<file path="src/rtl/counter_apb_ctrl.sv">
// counter_apb_ctrl: APB-programmable up-counter with periodic / one-shot modes.
// Registers: CTRL 0x00, LIMIT 0x04, STATUS 0x08, COUNT 0x0C (decoded on paddr[7:0]).
// Optional feature macro: COUNTER_APB_CTRL_IRQ_EN (IE bit and registered irq).
// When the macro is undefined, irq is tied low and IE reads 0.
module counter_apb_ctrl #(
    parameter int APB_ADDR_WIDTH = 8,
    parameter int APB_DATA_WIDTH = 8,
    parameter int CNT_WIDTH      = 4
) (
    input  logic                      clk,
    input  logic                      rst,
    input  logic                      psel,
    input  logic                      penable,
    input  logic                      pwrite,
    input  logic [APB_ADDR_WIDTH-1:0] paddr,
    input  logic [APB_DATA_WIDTH-1:0] pwdata,
    output logic [APB_DATA_WIDTH-1:0] prdata,
    output logic                      pready,
    output logic                      pslverr,
    output logic [CNT_WIDTH-1:0]      cnt,
    output logic                      cout,
    output logic                      busy,
    output logic                      irq
);

    localparam logic [1:0] S_IDLE = 2'd0;
    localparam logic [1:0] S_RUN  = 2'd1;
    localparam logic [1:0] S_HOLD = 2'd2;

    localparam logic [CNT_WIDTH-1:0] LIMIT_RST = CNT_WIDTH'(9);

    logic [1:0]           state;
    logic                 en_q;
    logic                 oneshot_q;
    logic [CNT_WIDTH-1:0] limit_q;
    logic                 done_q;
    logic                 done_n;

    logic                 access;
    logic                 wr;
    logic [7:0]           addr8;
    logic                 sel_ctrl;
    logic                 sel_limit;
    logic                 sel_status;
    logic                 sel_count;
    logic                 mapped;
    logic                 ctrl_wr;
    logic                 limit_wr;
    logic                 status_wr;
    logic                 clr;
    logic                 term;
    logic                 os_term;
    logic [APB_DATA_WIDTH-1:0] rdata;
    logic                 unused_bits;

    assign access     = psel & penable;
    assign wr         = access & pwrite;
    assign addr8      = paddr[7:0];
    assign sel_ctrl   = (addr8 == 8'h00);
    assign sel_limit  = (addr8 == 8'h04);
    assign sel_status = (addr8 == 8'h08);
    assign sel_count  = (addr8 == 8'h0C);
    assign mapped     = sel_ctrl | sel_limit | sel_status | sel_count;
    assign ctrl_wr    = wr & sel_ctrl;
    assign limit_wr   = wr & sel_limit;
    assign status_wr  = wr & sel_status;
    assign clr        = ctrl_wr & pwdata[2];

    assign pready     = 1'b1;
    assign pslverr    = access & ~mapped;
    assign prdata     = (access & mapped) ? rdata : '0;

    assign term       = (cnt >= limit_q);
    // cout is gated by en_q so a RUN cycle that is already leaving for IDLE holds cnt silently
    assign cout       = (state == S_RUN) & en_q & term & ~clr;
    assign os_term    = cout & oneshot_q;
    assign busy       = (state == S_RUN);

    assign unused_bits = ^{paddr, pwdata};

    // Next DONE value: a cout in the same cycle beats write-1-to-clear
    always_comb begin
        done_n = done_q;
        if (status_wr && pwdata[0]) done_n = 1'b0;
        if (cout) done_n = 1'b1;
    end

`ifdef COUNTER_APB_CTRL_IRQ_EN
    logic ie_q;
    logic ie_n;

    assign ie_n = ctrl_wr ? pwdata[3] : ie_q;

    // IE register and registered interrupt built from next-state DONE/IE
    always_ff @(posedge clk or posedge rst) begin
        if (rst) begin
            ie_q <= 1'b0;
            irq  <= 1'b0;
        end else begin
            ie_q <= ie_n;
            irq  <= done_n & ie_n;
        end
    end
`else
    assign irq = 1'b0;
`endif

    // Read mux for mapped registers; unused bits read as 0
    always_comb begin
        rdata = '0;
        if (sel_ctrl) begin
            rdata[0] = en_q;
            rdata[1] = oneshot_q;
`ifdef COUNTER_APB_CTRL_IRQ_EN
            rdata[3] = ie_q;
`endif
        end else if (sel_limit) begin
            rdata[CNT_WIDTH-1:0] = limit_q;
        end else if (sel_status) begin
            rdata[0] = done_q;
            rdata[1] = busy;
        end else if (sel_count) begin
            rdata[CNT_WIDTH-1:0] = cnt;
        end
    end

    // Control registers; a one-shot terminal clears EN after any same-cycle write
    always_ff @(posedge clk or posedge rst) begin
        if (rst) begin
            en_q      <= 1'b0;
            oneshot_q <= 1'b0;
            limit_q   <= LIMIT_RST;
            done_q    <= 1'b0;
        end else begin
            if (ctrl_wr) begin
                en_q      <= pwdata[0];
                oneshot_q <= pwdata[1];
            end
            if (os_term) en_q <= 1'b0;
            if (limit_wr) limit_q <= pwdata[CNT_WIDTH-1:0];
            done_q <= done_n;
        end
    end

    // FSM and counter: CLR beats terminal, one-shot parks at LIMIT in HOLD
    always_ff @(posedge clk or posedge rst) begin
        if (rst) begin
            state <= S_IDLE;
            cnt   <= '0;
        end else begin
            case (state)
                S_IDLE: begin
                    if (clr) cnt <= '0;
                    if (en_q) state <= S_RUN;
                end
                S_RUN: begin
                    if (!en_q) begin
                        state <= S_IDLE;
                        if (clr) cnt <= '0;
                    end else if (clr) begin
                        cnt <= '0;
                    end else if (term) begin
                        if (oneshot_q) begin
                            cnt   <= limit_q;
                            state <= S_HOLD;
                        end else begin
                            cnt <= '0;
                        end
                    end else begin
                        cnt <= cnt + CNT_WIDTH'(1);
                    end
                end
                S_HOLD: begin
                    if (clr) begin
                        cnt   <= '0;
                        state <= pwdata[0] ? S_RUN : S_IDLE;
                    end else if (!en_q) begin
                        state <= S_IDLE;
                    end
                end
                default: state <= S_IDLE;
            endcase
        end
    end

endmodule

</file>
<file path="config.mk">
export PLATFORM = sky130hd
export DESIGN_NAME = counter_apb_ctrl
export DESIGN_NICKNAME = d
export VERILOG_FILES = /design/src/rtl/counter_apb_ctrl.sv
export SDC_FILE = /design/constraint.sdc
export NUM_CORES = 1
export LEC_CHECK = 0
export CAP_MARGIN = 30
export CORE_ASPECT_RATIO = 1.2
export CORE_UTILIZATION = 25
export DETAILED_ROUTE_END_ITERATION = 8
export GPL_TIMING_DRIVEN = 1
export PLACE_DENSITY = 0.54
export SLEW_MARGIN = 20
export SYNTH_ARGS = -nofsm -noshare
export SYNTH_HDL_FRONTEND = slang
export SYNTH_SLANG_ARGS = --single-unit
</file>
<file path="constraint.sdc">
create_clock -name clk -period 2.6 [get_ports clk]
set_input_delay 0.52 -clock clk [delete_from_list [all_inputs] [get_ports clk]]
set_output_delay 0.52 -clock clk [all_outputs]
set_load 0.02 [all_outputs]
</file>
==> results of run 1 <==
[worst paths after layout]
| check | cells past startpoint | endpoint | slack (ps) |
|---|---|---|---|
| worst min-delay path | 2 | done_q | 530 |
| worst max-delay path | 6 | cout | 60 |
| worst min register to register | 2 | done_q | 530 |
| min in group asynchronous | 2 | cnt[3] | 600 |
| worst max register to register | 7 | cnt[3] | 490 |
| max in group asynchronous | 2 | limit_q[0] | 1640 |
[worst min-delay path, cell delays in order (launching register included)]
cell and delay, ps:
dfrtp_1 360, o31ai_1 80, o21ai_0 60
[where the power goes]
part	total (mW)	switching, mW	internal, mW
clock network	0.188	0.0814	0.106
registers	0.207	0.00240	0.205
logic	0.0788	0.0378	0.0410
total	0.474	0.122	0.352
[Yosys cell counts, types with 2 or more instances]
cell | instances | share of area [%]
a21oi_1 | 3 | 1.5
a22o_1 | 2 | 1.7
a31oi_1 | 2 | 1.2
and2b_2 | 2 | 1.7
buf_4 | 6 | 4.4
conb_1 | 2 | 0.73
dfrtp_1 | 11 | 27
dfstp_2 | 2 | 5.1
ha_1 | 5 | 6.1
inv_1 | 9 | 3.3
mux2_2 | 4 | 4.4
mux2i_1 | 5 | 4.9
mux4_2 | 2 | 4.4
nand2_1 | 5 | 1.8
nand2b_1 | 2 | 1.2
nand3_1 | 4 | 2.0
nor2_1 | 10 | 3.7
nor2b_1 | 2 | 1.2
o21ai_0 | 4 | 2.0
o22ai_1 | 2 | 1.2
[state kept, by name, summed over array words and instances, names as in the netlist]
| register | count |
|---|---|
| cnt | 4 |
| oneshot_q | 1 |
| done_q | 1 |
| en_q | 1 |
| limit_q | 4 |
| state | 2 |
[placed cells by master (no fill, tap or decap), types with 3 or more instances in the layout]
master | synthesis | routed
clkbuf_8 | 1 | 3
nor2_1 | 10 | 10
conb_1 | 2 | 6
buf_4 | 6 | 16
buf_2 | 0 | 3
o21ai_0 | 4 | 4
inv_1 | 9 | 9
ha_1 | 5 | 5
nand3_1 | 4 | 3
clkdlybuf4s50_1 | 0 | 19
nand2_1 | 5 | 5
dfrtp_1 | 11 | 11
a21oi_1 | 3 | 3
mux2i_1 | 5 | 5
mux2_2 | 4 | 4
[layout make-up]
class                           instances  area share (%)
Multi-Input combinational cell         77            42.6
Timing Repair Buffer                   42            24.9
Sequential cell                        13            22.2
Tap cell                               54            4.58
Clock buffer                            3            2.80
Inverter                               10            2.54
Clock inverter                          1           0.339
[repair_timing]
item                                    in CTS  in global routing
hold buffers                                 0                  0
setup buffers                                1                  0
gates cloned                                 0                  0
pin swaps                                    1                  3
endpoints found under the setup margin       5                  6
resized for setup                           16                  7
[per-stage QoR]
| stage | worst slack [ps] | hold slack (ps) | TNS [ps] | instance area (um2) |
|---|---|---|---|---|
| global placement | -337 | 506 | -1520 | 1430 |
| global route | -4.79 | 564 | -4.79 | 1480 |
| floorplan | 392 | 396 | 0 | 1040 |
| CTS | 1.35 | 541 | 0 | 1470 |
| detailed placement | -374 | 527 | -1630 | 1430 |
| finish | 57.9 | 534 | 0 | 1480 |
[per-layer routing]
layer	share of wire [%]	vias to the layer above	track usage (%)
li1	-	444	-
met1	42	438	14.7
met2	51	25	23.2
met3	4.5	4	1.78
met4	1.9	0	5.30
met5	0	-	0
[logic make-up after synthesis]
family          Yosys count  synth area share, %
mux                      12                 14.8
other cells               2                0.732
flops                    13                 32.0
buf+inv                  17                 9.39
simple gates             36                 25.1
fa+ha+maj                 5                 6.10
compound gates           18                 12.0
==> flow_summary_export.csv, run 1 <==
group,metric,value,unit
outcome,status,"completed",
pwr,p_total,0.474,mW
final_layout,final-seq-area,328,um2
floorplan,die_area,4370,um2
sta,setup_viol,0,
routing,wl,2700,um
worst_setup_path,cp_cell_sequence,"ha_1, nand2b_1, a2111o_1, nand2_2, nor2_1, dlygate4sd2_1",
logic_synthesis,synthCells,103,
logic_synthesis,ys_seq_elements,13,
logic_synthesis,async_flop_share,100,%
routing,drt_drc_violations_left,0,
routing,num_vias,911,
routing,drtAntennaViolNets,0,
final_layout,nNetsFinal,173,
placement,hpwl,2180,um
logic_synthesis,ys_types,39,
cts,numCtsBuffers,3,
routing,dr.pass1.iters,4,
global_routing,grt_pass1_vias,918,
placement,io_buffers,27,
worst_setup_path,cp_top_family,"flip-flops",
worst_setup_path,cp-startpoint,"limit_q[0]",
floorplan,die_x,60.5,um
cts,cts_tree,"yes",
logic_synthesis,ys.flop_type,"dfrtp_1",
sta,min_period,2540,ps
min_path,hold_class,"register to register",
sta,tightest_slew,517,ps
worst_setup_path,slowest_stage,"dfstp_2",
floorplan,rows,25,
sta,relSlewSlack,65.5,%
cts,cts_root_buf,"clkbuf_8",
pwr,pwr_density_cell,321,nW/um2
worst_setup_path,cp_max_fo,4,
cts,path_clk_slew,60,ps
placement,placed_cells,195,
job,drv.max_cap_violation_count,0,
final_layout,final_cells,200,
sta,fmax,393,MHz
sta,fin_worst_skew,1.51,ps
logic_synthesis,synth_area,1030,um2
pwr,vdd_drop_max,0.0995,mV
worst_setup_path,critical_path_arrival,2020,ps
final_layout,utilization,37.4,%
routing,first_iter_violations,18,
worst_setup_path,critPathKind,"register to output port",
final_layout,multi_input_area,628,um2
logic_synthesis,yosysWarnings,0,
global_routing,antenna_found_initial,0,
floorplan,start_util,26.0,%
placement,place_congestion,0.896,
sta,final.period_utilization,97.8,%
final_layout,antennaDiodeCount,0,
routing,wl_per_cell,13.5,um
worst_setup_path,startpoint_type,"register",
logic_synthesis,synth_seq_area_share,32.0,%
floorplan,fp.coreArea,3940,um2
cts,clk_path_buf_depth,2,
cts,clock_latency,250,ps
worst_setup_path,r2r_start,"limit_q[0]",
worst_setup_path,end_kind,"output port",
worst_setup_path,cp_num_buf_inv,1,
global_routing,grt_start_max_net_pins,14,
global_routing,overflow,0,
floorplan,ios,38,
worst_setup_path,required,2080,ps
routing,viasPerCell,4.56,
cts,htree_levels,1,
floorplan,die_h,72.2,um
pwr,p_leak,0.695,nW
final_layout,areaGrowthSynthToFinish,43.8,%
cts,clkSinkCount,13,
worst_setup_path,critPathMaxStageDelay,560,ps
final_layout,drive_gt1_share,28.1,%
final_layout,fill_cells,426,
sta,slew_viol_final,0,
sta,finalHoldViolCount,0,
logic_synthesis,postSynthAreaPerCell,9.96,um2
global_routing,grtUsageTotal,12.8,%
global_routing,grt_first_pass_wirelength,4190,um
min_path,hp-start,"done_q",
logic_synthesis,synth-edff-count,0,
No activity file was read; power rests on OpenSTA's default activity.
==> inputs of run 2 (changes only) <==
- CORE_UTILIZATION: 25 -> 40
- MAX_ROUTING_LAYER: default -> met4
- PLACE_DENSITY: 0.54 -> 0.77
==> run 2 against run 1 <==
Compared with the run above:
- register-to-register slack improved by 30 ps
- critical endpoint is now prdata[2]
- clock-buffer cell count increased by 1
- via count increased by 1.2%
- first-iteration DRC count increased by 61%
- core utilization increased by 22 points
- clock power decreased by 32%
- combinational power decreased by 3.0%
- largest power group unchanged
- cell count decreased by 12%
- clock skew increased by 3.4 ps
==> flow_summary_export.csv, run 2 (synthesized netlist as in run 1, its figures left out) <==
group,metric,value,unit
worst_setup_path,startpoint_type,"input port",
floorplan,die_x,48.2,um
sta,final.period_utilization,95.9,%
cts,cts_tree,"yes",
worst_setup_path,critPathMaxStageDelay,450,ps
worst_setup_path,reg2reg_depth,7,
floorplan,start_util,43.6,%
sta,slew_viol_final,0,
cts,clock_latency,280,ps
global_routing,grt_pass1_vias,836,
worst_setup_path,required,2080,ps
floorplan,rows,19,
global_routing,antenna_found_initial,0,
worst_setup_path,critPathKind,"input port to output port",
placement,placed_cells,171,
sta,setup_viol,0,
final_layout,reg.largest.list,"cnt: 4 flops, limit_q: 4 flops, state: 2 flops",
sta,finalHoldViolCount,0,
sta,hold_ws,520,ps
floorplan,ios,38,
worst_setup_path,critical_path_arrival,1970,ps
job,drv.max_cap_violation_count,0,
final_layout,nNetsFinal,173,
worst_setup_path,cp_num_buf_inv,4,
worst_setup_path,end_kind,"output port",
sta,fin_worst_skew,4.90,ps
routing,dr.pass1.iters,4,
floorplan,die_h,57.5,um
final_layout,final_cell_mix,"clkdlybuf4s50_1, buf_4, dfrtp_1, nor2_1, inv_1",
global_routing,grt_first_pass_wirelength,3730,um
sta,rsz0062_at_grt,"no",
outcome,status,"completed",
worst_setup_path,slowest_stage,"clkdlybuf4s50_1",
final_layout,antennaDiodeCount,0,
final_layout,final_cells,177,
sta,relSlewSlack,66.6,%
final_layout,fill_cells,201,
floorplan,die_area,2770,um2
routing,num_vias,922,
placement,io_buffers,27,
placement,place_congestion,0.882,
cts,cts_root_buf,"clkbuf_4",
routing,wl_per_cell,13.5,um
routing,wl,2380,um
min_path,hold_class,"register to register",
worst_setup_path,cp_cell_sequence,"clkdlybuf4s50_1, nor4_4, buf_4, nand4_4, inv_2, nand2_1, nor2_1, buf_2",
global_routing,grtUsageTotal,20.1,%
final_layout,utilization,59.6,%
final_layout,multi_input_area,617,um2
global_routing,grt_start_max_net_pins,14,
routing,viasPerCell,5.21,
routing,first_iter_violations,29,
final_layout,drive_gt1_share,26.7,%
cts,path_clk_slew,80,ps
worst_setup_path,path_depth,8,
final_layout,layout_commonest_cell,"clkdlybuf4s50_1",
placement,hpwl,1850,um
cts,htree_levels,1,
min_path,hold_depth,2,
sta,fmax,401,MHz
cts,clkSinkCount,13,
routing,drtAntennaViolNets,0,
pwr,pwr_density_cell,292,nW/um2
pwr,p_leak,0.660,nW
sta,tns,0,ps
worst_setup_path,cp_top_family,"buffers and inverters",
worst_setup_path,cp_max_fo,4,
final_layout,final-seq-area,328,um2
sta,min_period,2490,ps
global_routing,overflow,0,
placement,place_area,1390,um2
cts,cts_hold_buffers,0,
cts,clk_path_buf_depth,2,
sta,tightest_slew,500,ps
final_layout,final_area,1400,um2
routing,drt_drc_violations_left,0,
final_layout,areaGrowthSynthToFinish,36.7,%
cts,numCtsBuffers,3,
floorplan,fp.coreArea,2350,um2
pwr,vdd_drop_max,0.239,mV
[run 2: final cells by class]
class	count	share of cell area (%)
flip-flops and latches	13	23.4
inverters	10	2.68
well taps	31	2.77
clock buffers	4	1.87
repair buffers	42	25.3
multi-input cells	77	44.0
[run 2: what timing repair did]
action                                  4_1_cts  5_1_grt
pin swaps                                     1        0
resized for setup                            17        3
endpoints found under the setup margin        5        3
buffers inserted                              2        0
[run 2: final timing paths]
path                                 start  slack (ps)          to
worst min-delay path                done_q         520      done_q
min in group asynchronous              rst         560      cnt[0]
worst max-delay path              paddr[0]         110   prdata[2]
max in group asynchronous              rst        1680  limit_q[0]
worst max register to register  limit_q[0]         520      cnt[3]
worst min register to register      done_q         520      done_q
[run 2: layer usage]
| layer | routed length, um | track usage (%) |
|---|---|---|
| met2 | 1160 | 30.5 |
| met1 | 1020 | 25.0 |
| met5 | 0 | - |
| met4 | 36 | 7.94 |
| met3 | 166 | 4.75 |
[run 2: power by group]
part / internal, mW / switching, mW
Sequential: 0.204 / 0.00207
Clock: 0.0595 / 0.0675
Combinational: 0.0399 / 0.0364
[run 2: worst reg2reg max path, cell delays in order (launching register included)]
cell,delay [ps]
dfstp_2,560
ha_1,220
nand2b_1,150
a2111o_1,460
buf_4,160
nand3_1,160
a2bb2oi_1,180
o22ai_1,90
[run 2: stage by stage]
step	total power [mW]	setup WS [ps]
final	0.410	107
after global routing	0.431	7.27
after CTS	0.413	-17.2
after detailed placement	0.287	-343
after global placement	0.286	-326
after floorplan	0.250	392
